$ cat config.mk
export PLATFORM = sky130hd
export DESIGN_NAME = mult_req_scheduler_flat
export DESIGN_NICKNAME = d
export VERILOG_FILES = /design/src/rtl/mult_req_scheduler_if.sv /design/src/rtl/mult_req_scheduler.sv /design/src/flat_wrapper.sv
export SDC_FILE = /design/constraint.sdc
export NUM_CORES = 1
export LEC_CHECK = 0
export CAP_MARGIN = 40
export CORE_ASPECT_RATIO = 1.1
export CORE_UTILIZATION = 62
export DETAILED_ROUTE_END_ITERATION = 12
export DONT_BUFFER_PORTS = 1
export GPL_TIMING_DRIVEN = 0
export PLACE_DENSITY = 0.78
export RECOVER_POWER = 50
export SLEW_MARGIN = 25
export SYNTH_ARGS = -nofsm -noshare
export SYNTH_HDL_FRONTEND = slang
export SYNTH_SLANG_ARGS = --single-unit
$ cat constraint.sdc
create_clock -name clk -period 2.8 [get_ports clk]
set_clock_uncertainty 0.2 [all_clocks]
set_input_delay 0.7 -clock clk [delete_from_list [all_inputs] [get_ports clk]]
set_output_delay 0.7 -clock clk [all_outputs]
set_load 0.03 [all_outputs]
$ cat src/rtl/mult_req_scheduler_if.sv
// Handshake bundle for mult_req_scheduler: operand input, multiplier req/ack, result output.
// The slave modport is the scheduler's view; master is the environment driving it.
interface mult_req_scheduler_if #(
  parameter int DATA_WIDTH = 8
);
  logic                      in_valid;
  logic [DATA_WIDTH-1:0]     in_a;
  logic [DATA_WIDTH-1:0]     in_b;
  logic                      in_ready;
  logic                      req;
  logic [2*DATA_WIDTH-1:0]   data_req;
  logic                      ack;
  logic [2*DATA_WIDTH-1:0]   data_ack;
  logic                      res_valid;
  logic [2*DATA_WIDTH-1:0]   res_data;
  logic                      res_ready;
  logic                      busy;
  logic                      err;

  modport slave (
    input  in_valid, in_a, in_b, ack, data_ack, res_ready,
    output in_ready, req, data_req, res_valid, res_data, busy, err
  );

  modport master (
    output in_valid, in_a, in_b, ack, data_ack, res_ready,
    input  in_ready, req, data_req, res_valid, res_data, busy, err
  );
endinterface

$ cat src/rtl/mult_req_scheduler.sv
// Operand FIFO feeding a shift-and-add multiplier one request at a time; results go out on valid/ready.
// Optional ack watchdog (TIMEOUT_CYCLES parameter and err flag) enabled by defining MULT_SCHED_TIMEOUT_EN.
module mult_req_scheduler #(
  parameter int DATA_WIDTH = 8,
  parameter int FIFO_DEPTH = 4
`ifdef MULT_SCHED_TIMEOUT_EN
  , parameter int TIMEOUT_CYCLES = 64
`endif
) (
  input  logic                 clk,
  input  logic                 rst,
  mult_req_scheduler_if.slave  bus
);
  localparam int PW     = $clog2(FIFO_DEPTH);
  localparam int CW     = PW + 1;
  localparam int PROD_W = 2 * DATA_WIDTH;
  localparam logic [CW-1:0] FULL_CNT = CW'(FIFO_DEPTH);

  typedef enum logic [1:0] {
    S_IDLE = 2'd0,
    S_WAIT = 2'd1,
    S_HOLD = 2'd2
  } state_t;

  logic [PROD_W-1:0] mem [FIFO_DEPTH];

  state_t            state_reg,     state_next;
  logic [PW-1:0]     wr_ptr_reg,    wr_ptr_next;
  logic [PW-1:0]     rd_ptr_reg,    rd_ptr_next;
  logic [CW-1:0]     count_reg,     count_next;
  logic              in_ready_reg,  in_ready_next;
  logic              req_reg,       req_next;
  logic [PROD_W-1:0] data_req_reg,  data_req_next;
  logic              res_valid_reg, res_valid_next;
  logic [PROD_W-1:0] res_data_reg,  res_data_next;
  logic              push;
  logic              pop;

`ifdef MULT_SCHED_TIMEOUT_EN
  localparam int TW = (TIMEOUT_CYCLES > 2) ? $clog2(TIMEOUT_CYCLES) : 1;
  localparam logic [TW-1:0] TO_LAST = TW'(TIMEOUT_CYCLES - 1);
  logic [TW-1:0]     timer_reg,     timer_next;
  logic              err_reg,       err_next;
`endif

  assign push = bus.in_valid && in_ready_reg;

  always_ff @(posedge clk) begin
    if (push) begin
      mem[wr_ptr_reg] <= {bus.in_a, bus.in_b};
    end
  end

  always_comb begin
    state_next     = state_reg;
    req_next       = 1'b0;
    data_req_next  = data_req_reg;
    res_valid_next = res_valid_reg;
    res_data_next  = res_data_reg;
    pop            = 1'b0;
`ifdef MULT_SCHED_TIMEOUT_EN
    err_next       = err_reg;
`endif
    case (state_reg)
      S_IDLE: begin
        if (count_reg != '0) begin
          pop           = 1'b1;
          data_req_next = mem[rd_ptr_reg];
          req_next      = 1'b1;
          state_next    = S_WAIT;
        end
      end
      S_WAIT: begin
        // An ack in the same cycle as the req pulse cannot belong to this request.
        if (bus.ack && !req_reg) begin
          res_data_next  = bus.data_ack;
          res_valid_next = 1'b1;
          state_next     = S_HOLD;
        end
`ifdef MULT_SCHED_TIMEOUT_EN
        else if (timer_reg == TO_LAST) begin
          err_next   = 1'b1;
          state_next = S_IDLE;
        end
`endif
      end
      S_HOLD: begin
        if (bus.res_ready) begin
          res_valid_next = 1'b0;
          state_next     = S_IDLE;
        end
      end
      default: state_next = S_IDLE;
    endcase

    wr_ptr_next   = push ? wr_ptr_reg + PW'(1) : wr_ptr_reg;
    rd_ptr_next   = pop  ? rd_ptr_reg + PW'(1) : rd_ptr_reg;
    count_next    = count_reg + CW'(push) - CW'(pop);
    in_ready_next = (count_next != FULL_CNT);

`ifdef MULT_SCHED_TIMEOUT_EN
    // Restarts on entry to WAIT, so it measures cycles since the req pulse.
    timer_next = (state_reg == S_WAIT && state_next == S_WAIT) ? timer_reg + TW'(1) : '0;
`endif
  end

  always_ff @(posedge clk or posedge rst) begin
    if (rst) begin
      state_reg     <= S_IDLE;
      wr_ptr_reg    <= '0;
      rd_ptr_reg    <= '0;
      count_reg     <= '0;
      in_ready_reg  <= 1'b1;
      req_reg       <= 1'b0;
      data_req_reg  <= '0;
      res_valid_reg <= 1'b0;
      res_data_reg  <= '0;
`ifdef MULT_SCHED_TIMEOUT_EN
      timer_reg     <= '0;
      err_reg       <= 1'b0;
`endif
    end else begin
      state_reg     <= state_next;
      wr_ptr_reg    <= wr_ptr_next;
      rd_ptr_reg    <= rd_ptr_next;
      count_reg     <= count_next;
      in_ready_reg  <= in_ready_next;
      req_reg       <= req_next;
      data_req_reg  <= data_req_next;
      res_valid_reg <= res_valid_next;
      res_data_reg  <= res_data_next;
`ifdef MULT_SCHED_TIMEOUT_EN
      timer_reg     <= timer_next;
      err_reg       <= err_next;
`endif
    end
  end

  assign bus.in_ready  = in_ready_reg;
  assign bus.req       = req_reg;
  assign bus.data_req  = data_req_reg;
  assign bus.res_valid = res_valid_reg;
  assign bus.res_data  = res_data_reg;
  assign bus.busy      = (state_reg != S_IDLE) || (count_reg != '0);
`ifdef MULT_SCHED_TIMEOUT_EN
  assign bus.err       = err_reg;
`else
  assign bus.err       = 1'b0;
`endif
endmodule
$ cat src/flat_wrapper.sv
// flat-port wrapper written by rule: the top's interface ports become plain ports
module mult_req_scheduler_flat 
#(
  parameter int DATA_WIDTH = 8,
  parameter int FIFO_DEPTH = 4

)
  (clk, rst, bus_in_valid, bus_in_a, bus_in_b, bus_ack, bus_data_ack, bus_res_ready, bus_in_ready, bus_req, bus_data_req, bus_res_valid, bus_res_data, bus_busy, bus_err);
  mult_req_scheduler_if #(.DATA_WIDTH(DATA_WIDTH)) bus_i ();
  input  logic clk;
  input  logic rst;
  input wire logic [$bits(bus_i.in_valid)-1:0] bus_in_valid;
  input wire logic [$bits(bus_i.in_a)-1:0] bus_in_a;
  input wire logic [$bits(bus_i.in_b)-1:0] bus_in_b;
  input wire logic [$bits(bus_i.ack)-1:0] bus_ack;
  input wire logic [$bits(bus_i.data_ack)-1:0] bus_data_ack;
  input wire logic [$bits(bus_i.res_ready)-1:0] bus_res_ready;
  output wire logic [$bits(bus_i.in_ready)-1:0] bus_in_ready;
  output wire logic [$bits(bus_i.req)-1:0] bus_req;
  output wire logic [$bits(bus_i.data_req)-1:0] bus_data_req;
  output wire logic [$bits(bus_i.res_valid)-1:0] bus_res_valid;
  output wire logic [$bits(bus_i.res_data)-1:0] bus_res_data;
  output wire logic [$bits(bus_i.busy)-1:0] bus_busy;
  output wire logic [$bits(bus_i.err)-1:0] bus_err;
  assign bus_i.in_valid = bus_in_valid;
  assign bus_i.in_a = bus_in_a;
  assign bus_i.in_b = bus_in_b;
  assign bus_i.ack = bus_ack;
  assign bus_i.data_ack = bus_data_ack;
  assign bus_i.res_ready = bus_res_ready;
  assign bus_in_ready = bus_i.in_ready;
  assign bus_req = bus_i.req;
  assign bus_data_req = bus_i.data_req;
  assign bus_res_valid = bus_i.res_valid;
  assign bus_res_data = bus_i.res_data;
  assign bus_busy = bus_i.busy;
  assign bus_err = bus_i.err;
  mult_req_scheduler #(.DATA_WIDTH(DATA_WIDTH), .FIFO_DEPTH(FIFO_DEPTH)) u_core (.clk(clk), .rst(rst), .bus(bus_i));
endmodule
### Yosys cells after proc, flatten, opt, wreduce, memory -nomap -nowiden

Memory sizes are Yosys's and may differ from the RTL's. A register that Yosys moved wholly into a read port is not among the register bits.
Index checks and enable logic that the tools add are counted.

* output and inout bits: 37
* flip-flop bits (word level): 28
* word-level logic and storage cells: 42
* memories kept: 1
* input port bits: 37
* bits in writable memories: 64

* eq/ne operators: 6
* mux-type cells: 11
* $add $sub $neg: 4
* reductions and logical operators: 12

Memories
* u_core.mem: depth 4, width 16, read ports 1, clocked after Yosys merged registers in 1, wr ports 1, RTL line mult_req_scheduler.sv:25 `logic [PROD_W-1:0] mem [FIFO_DEPTH];`

Operators by type and width (count)
* 1-bit 2-to-1 mux: 6
* 2-bit 2-to-1 mux: 3
* 2-bit case mux with 3 select lines: 1
* 3-bit AND reduction: 2
* 2-bit by 1-bit adder with 2-bit output, second input constant: 2
* 2-bit by 1-bit inequality test with 1-bit output, second input constant: 2
* 2-bit AND reduction: 2
* 2-bit nonzero test: 2
* 3-bit by 1-bit adder with 3-bit output: 1
* 3-bit inequality test, second input constant: 1
* 3-bit nonzero test: 1
* 3-bit by 1-bit subtractor with 3-bit output: 1
* 2-bit by 1-bit equality test with 1-bit output, second input constant: 1
* 2-bit equality test, second input constant: 1
* 1-bit logical AND: 2
* 2-bit zero test: 1
* 2-bit inequality test, second input constant: 1
* 1-bit case mux with 2 select lines: 1
* 1-bit zero test: 1
* 1-bit logical OR: 1

### Logic depth before layout (Yosys ltp)

Gate-level depths: netlist (run 1).

* depth after elaboration: 5
* gate-level depth with buffers: 10
* depth with buffers taken out: 9

### Least setup slack after synthesis (run 1)

Ideal clock, no wire load.

* path kind: reg-to-reg
* start point: register u_core.count_reg[1]
* end point: register u_core.in_ready_reg, in the netlist u_core.bus.in_ready
* data arrival time: 2.236 ns
* period minus slack after synthesis: 2.519 ns
* setup slack: 0.281 ns
* cell stages (with the launch flop): 11
* required time: 2.517 ns
* library setup time: 0.083 ns
* buffers on the path: 1
* cells stage by stage: dfrtp_1 -> or3_1 -> nand2_4 -> buf_6 -> inv_1 -> ha_1 -> inv_1 -> ha_1 -> fa_1 -> xnor2_1 -> nand2_1

* longest elaborated chain between the ends: 5
* elaborated cells between the ends (all ways): 6
* classes of those cells: add/sub: 2; eq/ne: 1; mux: 2; reduce/logical: 1

RTL lines
* start, declared: RTL line mult_req_scheduler.sv:30 `logic [CW-1:0] count_reg, count_next;`
* start signal, assigned: RTL line mult_req_scheduler.sv:126 `count_reg <= count_next;`
* 3-bit nonzero test: RTL line mult_req_scheduler.sv:66 `if (count_reg != '0) begin`
* 1-bit 2-to-1 mux: RTL line mult_req_scheduler.sv:66
* 1-bit 2-to-1 mux: RTL line mult_req_scheduler.sv:64 `case (state_reg)`
* named net u_core.pop: RTL line mult_req_scheduler.sv:37 `logic pop;`
* 3-bit by 1-bit subtractor with 3-bit output: RTL line mult_req_scheduler.sv:98 `count_next = count_reg + CW'(push) - CW'(pop);`
* named net u_core.count_next[2]: RTL line mult_req_scheduler.sv:30
* 3-bit inequality test: RTL line mult_req_scheduler.sv:99 `in_ready_next = (count_next != FULL_CNT);`
* named net u_core.in_ready_next: RTL line mult_req_scheduler.sv:31 `logic in_ready_reg, in_ready_next;`
* end signal, assigned: RTL line mult_req_scheduler.sv:127 `in_ready_reg <= in_ready_next;`
* end, declared: RTL line mult_req_scheduler.sv:31

The timed path passes the listed nets, and every way through them passes these cells.
A chain may end at the register's enable or synchronous reset.

### Worst setup path after layout (run 1)

Ends and elaborated chain as after synthesis.

==> results of run 1 <==
## kinds of logic (layout without fill, tap and decap cells)
kind of cell	after synthesis	count (layout)	share of synthesized area, %
adder cells (fa/ha/maj)	7	7	2.29
AND/OR/NAND/NOR	19	19	2.78
AO/OA/AOI/OAI	3	3	0.423
other	1	1	0.0905
XOR/XNOR	5	5	1.06
buffers and inverters	17	41	2.57
flip-flops	108	108	73.0
multiplexers	48	48	17.8
## power groups by stage
stage	Combinational [mW]	Clock [mW]	Sequential (mW)
after floorplan	1.22	0	2.93
after global placement	1.40	0	3.00
after detailed placement	1.50	0	3.04
after CTS	1.52	0.938	3.00
after global routing	1.68	0.992	3.05
final	1.55	0.923	2.99
## critical path: stages (launching register included)
cell and delay [ps]:
dfrtp_1 410, or3_1 450, nand2_4 120, buf_6 160
inv_1 70, ha_1 270, inv_1 40, ha_1 200
fa_1 390, xnor2_1 220, nand2_1 100
## worst min-delay path by stage
stage,to,slack [ps],depth (start not counted)
after floorplan,u_core.wr_ptr_reg[0],300,1
after global placement,u_core.wr_ptr_reg[0],310,1
after detailed placement,u_core.bus.res_data[9],340,1
after CTS,u_core.mem[2][10],210,0
after global routing,u_core.mem[2][4],210,0
final,u_core.mem[2][15],230,0
## per-layer routing
metal,vias to the layer above,share of wire (%)
met5,-,0
met2,69,53
met1,965,38
li1,821,-
met4,0,1.6
met3,9,7.3
## final cells by class
type	instances	area share, %
well taps	80	2.21
multi-input cells	83	22.5
inverters	9	0.748
clock buffers	9	2.74
plain buffers	8	1.61
repair buffers	8	1.66
clock inverters	7	1.66
flip-flops and latches	108	66.9
## what timing repair did
action / 4_1_cts / 5_1_grt
hold buffers: 1 / 0
endpoints found under the setup margin: 0 / 2
setup buffers: 0 / 2
hold endpoints to repair: 10 / 0
## cells in the final DEF, fill, tap and decap left out, types with 2 or more instances in the layout
master and n:
buf_4 4, clkinvlp_4 2, o21ai_0 2, edfxtp_1 64
nor2_1 2, clkbuf_8 9, clkinv_4 2, mux4_1 5
and3_1 4, buf_2 3, nand2_1 2, inv_1 9
mux2_2 32, nand3_1 2, xnor2_1 4, mux4_2 11
buf_6 6, nor3b_1 2, ha_1 6, dfrtp_1 43
nand2b_1 2
## stage by stage
step	cell area [um2]	setup TNS (ps)	worst slack, ps
floorplan	4150	0	281
global placement	4250	0	99.6
detailed placement	4270	0	16.5
CTS	4470	0	1.13
global route	4520	-0.770	-0.770
finish	4520	0	104
## synth_stat cells (3+ instances only)
cell type | count | area [um2]
mux4_1 | 5 | 131
buf_2 | 3 | 15.0
mux2_2 | 32 | 360
inv_1 | 9 | 33.8
xnor2_1 | 4 | 35.0
ha_1 | 6 | 75.1
edfxtp_1 | 64 | 1920
dfrtp_1 | 43 | 1080
mux4_2 | 11 | 248
and3_1 | 4 | 25.0
==> results_tabular.tex, run 1 <==
\begin{tabular}{lr}
\hline
Metric & Value \\
\hline
\multicolumn{2}{l}{\textbf{Run status}} \\
Status & completed \\
\multicolumn{2}{l}{\textbf{Die}} \\
Die Span Y & 87.8 um \\
Die footprint & 7020 um2 \\
Row cnt & 30 \\
Die X & about 80 um \\
Number of primary I/O pins & 74 \\
Starting utilization of the core area & 65.7\% \\
Floorplan Core Area & 6310 um2 \\
\multicolumn{2}{l}{\textbf{Yosys}} \\
Mapped Avg Cell Area & approximately 20 um2 \\
Number of synthesized flops with an enable pin & 64 \\
Proportion of register bits with asynchronous set or reset after synthesis & 40.7\% \\
Top flip-flop cell by instance count after synthesis & edfxtp\_1 \\
Post-synthesis instance area & 4150 um2 \\
Number of synthesis warnings & 0 \\
Synthesized instance count & 208 \\
Total of flip-flops plus latches after synthesis & 108 \\
Sequential fraction of the synthesis area & 73.0\% \\
Count of distinct cell types in the synthesized netlist & 29 \\
Net count after synthesis & 252 \\
\multicolumn{2}{l}{\textbf{Setup path}} \\
Worst setup path endpoint & u\_core.bus.in\_ready \\
Data required time of the critical path & 2890 ps \\
Critical path endpoint category & flop \\
Reg2Reg Capture Point & u\_core.bus.in\_ready \\
First element of the critical path & u\_core.count\_reg[1] \\
Critical-path maximum fanout & 10 \\
Type of origin of the critical path & flop \\
Critical register-to-register path startpoint & u\_core.count\_reg[1] \\
Reg-to-reg slack, setup & 100 ps \\
Arrival time reported for the critical path endpoint & 2790 ps \\
FF-to-FF path depth & 10 \\
Critical setup path kind & reg -> reg \\
\multicolumn{2}{l}{\textbf{Routing}} \\
Detail-routed via count per cell & 5.97 \\
Detailed Route Iter0 Violations & 105 \\
Pre-antenna DRT Iters & 4 \\
Overall via count from detail\_route & approximately 1,900 \\
Post-detailed-route DRC marker count & 0 \\
Wirelength per Cell & 21.2 um \\
Routed Wire Length & around 6600 um \\
Detail Route Antenna Nets & 0 \\
\multicolumn{2}{l}{\textbf{STA}} \\
Min Clock Period, post-route & 2700 ps \\
Final Slew Violations & 0 \\
Final Cycle Share & a little over nine tenths \\
Worst rel slew slack & 42.9\% \\
Setup violations, final & 0 \\
Peak clock frequency supported by timing & 371 MHz \\
Fin. Hold Viols & 0 \\
Worst Max-Slew Pin Slew & approximately 860 ps \\
Final-layout worst hold slack & 227 ps \\
\multicolumn{2}{l}{\textbf{Power}} \\
Portion of total power attributed to sequential cells & 54.7\% \\
Relative contribution of combinational cells to total power & approximately 28\% \\
Maximum resistive drop on vdd & 0.686 mV \\
Cell Pwr Density & approximately 1200 nW/um2 \\
Leakage Power & around 1.7 nW \\
Internal power summed over all cells & 3.48 mW \\
Switching share of power & 36.4\% \\
Total power consumption of the routed design & $\sim$5.5 mW \\
Psw & 1.99 mW \\
Relative contribution of the clock network to total power & 16.9\% \\
\multicolumn{2}{l}{\textbf{Clocking}} \\
Number of buffers on the longest clock path & 2 \\
Total number of clock tree sinks & 108 \\
Master cell of the clock root buffer & clkbuf\_8 \\
Clock transition at the registers of the reported paths & 100 ps \\
CTS tree & built \\
Post-CTS resize count & 0 \\
CTS HTree Levels & 3 \\
CTS Buf Count & 9 \\
Skew-Pair Late Insertion Delay & approximately 360 ps \\
\multicolumn{2}{l}{\textbf{Global routing}} \\
Overall routing resource usage & 20.5\% \\
Antenna violations before repair & 0 \\
Vias in the first global route & roughly 2,000 \\
Met1 usage in global routing & 22.8\% \\
Total overflow reported by the global router & 0 \\
Global-route met3 utilization & 5.52\% \\
First-pass GRT wire length & 10,000 um \\
Pin count of the biggest net entering global routing & 35 \\
Global routing's busiest layer & met2 \\
Met2 capacity usage during global routing & between 30\% and 40\% \\
\multicolumn{2}{l}{\textbf{Finish}} \\
Ant. Diodes & 0 \\
Share of final-layout standard cells stronger than drive strength 1 & roughly 32\% \\
Post-layout utilization of the core & between 70\% and 80\% \\
Register area & 3020 um2 \\
Area occupied by multi-input gates & 1010 um2 \\
Number of flip-flops in the largest register & 64 \\
Number of nets in the finished design & $\sim$270 \\
Fill cell count & 389 \\
Synth-to-Final Area Change & 9.02\% \\
Number of non-filler instances in the completed layout & around 310 \\
\multicolumn{2}{l}{\textbf{Min path}} \\
Kind of path behind the tightest hold check & in -> reg \\
Worst min-delay path startpoint & bus\_in\_a[7] \\
\multicolumn{2}{l}{\textbf{Placed design}} \\
Estimated wirelength of the detail-placed design & around 4400 um \\
Final weighted congestion in routability-driven placement & 0.743 \\
Placed Instances & 289 \\
Number of I/O port buffers & 0 \\
\multicolumn{2}{l}{\textbf{Run}} \\
Number of maximum-capacitance constraint violations & 0 \\
\hline
\end{tabular}
Note: power is estimated with default switching activity, not from simulation.
==> run 2: changes to the inputs <==
CORE_UTILIZATION = 31   (was 62)
PLACE_DENSITY = unset   (was 0.78)
==> run 2 against run 1 <==
The run now ends with design-rule violations left. Hold slack worse by 53 ps. First-iteration DRC count shrank 34%. Sequential cell count unchanged. Die area rose by 97%. Cell area increased by 5.0%. Global-route usage decreased by 9.4 points. Wire length rose by 4.5%. Clock-buffer cell count is 2 higher. Core utilization decreased by 35 points. Critical endpoint unchanged. Largest power group unchanged.
==> results_tabular.tex, run 2 (synthesis gave the netlist of run 1 again) <==
\begin{tabular}{lr}
\hline
Metric & Value \\
\hline
\multicolumn{2}{l}{\textbf{STA}} \\
Peak clock frequency supported by timing & 384 MHz \\
Fin. Hold Viols & 0 \\
Setup violations, final & 0 \\
Worst Max-Slew Pin Slew & 1240 ps \\
Final total negative setup slack & 0 ps \\
Final Cycle Share & 92.9\% \\
Setup repair after global routing missed its margin & false \\
Final Slew Violations & 0 \\
Final-layout worst hold slack & 174 ps \\
Min Clock Period, post-route & between 2000 and 3000 ps \\
Worst rel slew slack & 17.6\% \\
\multicolumn{2}{l}{\textbf{Placed design}} \\
Estimated wirelength of the detail-placed design & 4900 um \\
Number of I/O port buffers & 0 \\
Placed Instances & 370 \\
Final weighted congestion in routability-driven placement & $\sim$0.67 \\
\multicolumn{2}{l}{\textbf{Run}} \\
Number of maximum-capacitance constraint violations & 0 \\
\multicolumn{2}{l}{\textbf{Die}} \\
Row cnt & 43 \\
Die X & around 110 um \\
Die Span Y & approximately 120 um \\
Starting utilization of the core area & 32.4\% \\
Die footprint & 13,800 um2 \\
Number of primary I/O pins & 74 \\
Floorplan Core Area & between 10,000 and 15,000 um2 \\
\multicolumn{2}{l}{\textbf{Clocking}} \\
Number of buffers on the longest clock path & 2 \\
Skew-Pair Late Insertion Delay & 340 ps \\
Total number of clock tree sinks & 108 \\
Clock transition at the registers of the reported paths & roughly 70 ps \\
Master cell of the clock root buffer & clkbuf\_16 \\
CTS HTree Levels & 3 \\
Cts-stage hold buffer count & 0 \\
CTS Buf Count & 9 \\
CTS tree & built \\
\multicolumn{2}{l}{\textbf{Global routing}} \\
Total overflow reported by the global router & 0 \\
First-pass GRT wire length & 11,100 um \\
Overall routing resource usage & roughly 11\% \\
Vias in the first global route & 2,021 \\
Pin count of the biggest net entering global routing & 29 \\
Antenna violations before repair & 0 \\
\multicolumn{2}{l}{\textbf{Setup path}} \\
Cell with the biggest individual delay on the critical path & or3\_4 \\
Data required time of the critical path & 2870 ps \\
Cells along the critical path & or3\_4 -> nand2\_4 -> buf\_6 -> inv\_1 -> ha\_1 -> inv\_1 -> ha\_1 -> fa\_1 -> xnor2\_2 -> nand2\_1 \\
Type of origin of the critical path & flop \\
Critical path endpoint category & flop \\
Reg-to-reg slack, setup & around 200 ps \\
Critical setup path kind & reg -> reg \\
Arrival time reported for the critical path endpoint & 2670 ps \\
Critical register-to-register path startpoint & u\_core.count\_reg[1] \\
Critical-path maximum fanout & 10 \\
Reg2Reg Capture Point & u\_core.bus.in\_ready \\
FF-to-FF path depth & 10 \\
Delay of the slowest cell on the worst path & 430 ps \\
\multicolumn{2}{l}{\textbf{Power}} \\
Maximum resistive drop on vdd & around 0.37 mV \\
Leakage Power & 1.77 nW \\
Cell Pwr Density & 1230 nW/um2 \\
\multicolumn{2}{l}{\textbf{Min path}} \\
Kind of path behind the tightest hold check & in -> async \\
\multicolumn{2}{l}{\textbf{Routing}} \\
Routed Wire Length & 6900 um \\
Detailed Route Iter0 Violations & between 60 and 70 \\
Detail Route Antenna Nets & 0 \\
Wirelength per Cell & 17.8 um \\
Detail-routed via count per cell & 4.76 \\
Overall via count from detail\_route & 1,841 \\
Post-detailed-route DRC marker count & 9 \\
Pre-antenna DRT Iters & 8 \\
\multicolumn{2}{l}{\textbf{Run status}} \\
Violated checks & design-rule violations \\
Status & finished with violations \\
\multicolumn{2}{l}{\textbf{Finish}} \\
Ant. Diodes & 0 \\
Synth-to-Final Area Change & 14.5\% \\
Number of nets in the finished design & 269 \\
Most frequent cells in the layout & 64 x edfxtp\_1, 43 x dfrtp\_1, 32 x mux2\_2, 11 x mux4\_2 \\
Number of flip-flops in the largest register & 64 \\
Share of final-layout standard cells stronger than drive strength 1 & $\sim$31\% \\
Leading cell type in the layout, fill and taps excluded & edfxtp\_1 \\
Number of non-filler instances in the completed layout & 387 \\
\hline
\end{tabular}
## run 2: power breakdown
group | switching [mW] | internal (mW)
registers | 0.767 | 2.21
clock network | 0.535 | 0.789
logic | 0.692 | 0.856
## run 2: final cells by class
type                    count  area (um2)
flip-flops and latches    108        3020
repair buffers              6        80.1
inverters                   9        33.8
plain buffers               8        67.6
well taps                 157         196
multi-input cells          83        1030
fillers                  1179        8060
clock inverters             5        82.6
clock buffers              11         233
## run 2: critical path: cells and delay by family (launching register included)
family	cells	cell delay, ps
adder cells (fa/ha/maj)	3	890
flip-flops	1	410
XOR/XNOR	1	190
buffers and inverters	3	280
AND/OR/NAND/NOR	3	580
## run 2: repair_timing
item                       in CTS  in global routing
gates resized for setup         0                  2
setup endpoints to repair       1                  1
buffers inserted                1                  0
## run 2: through the flow
step,util [%],instance area (um2),power [mW],setup slack (ps)
floorplan,-,4150,4.16,281
global placement,33.9,4340,4.48,24.8
detailed placement,34.5,4420,4.58,-8.75
CTS,37.1,4740,5.94,125
global route,37.1,4740,6.20,56.2
finish,37.1,4740,5.85,199
## run 2: how the worst max path moves through the flow
stage	start	end	slack, ps	depth (start not counted)
after floorplan	u_core.count_reg[1]	u_core.bus.in_ready	280	10
after global placement	u_core.count_reg[1]	u_core.bus.in_ready	20	10
after detailed placement	u_core.count_reg[1]	u_core.bus.in_ready	-9	10
after CTS	u_core.count_reg[1]	u_core.bus.in_ready	130	10
after global routing	u_core.count_reg[1]	u_core.bus.in_ready	60	10
final	u_core.count_reg[1]	u_core.bus.in_ready	200	10
## run 2: metal layers
metal	vias up	global-route usage, %	share of wire (%)
li1	817	-	-
met2	69	19.4	51
met5	-	0	0
met1	947	11.5	38
met4	0	4.50	1.8
met3	8	5.64	9.2
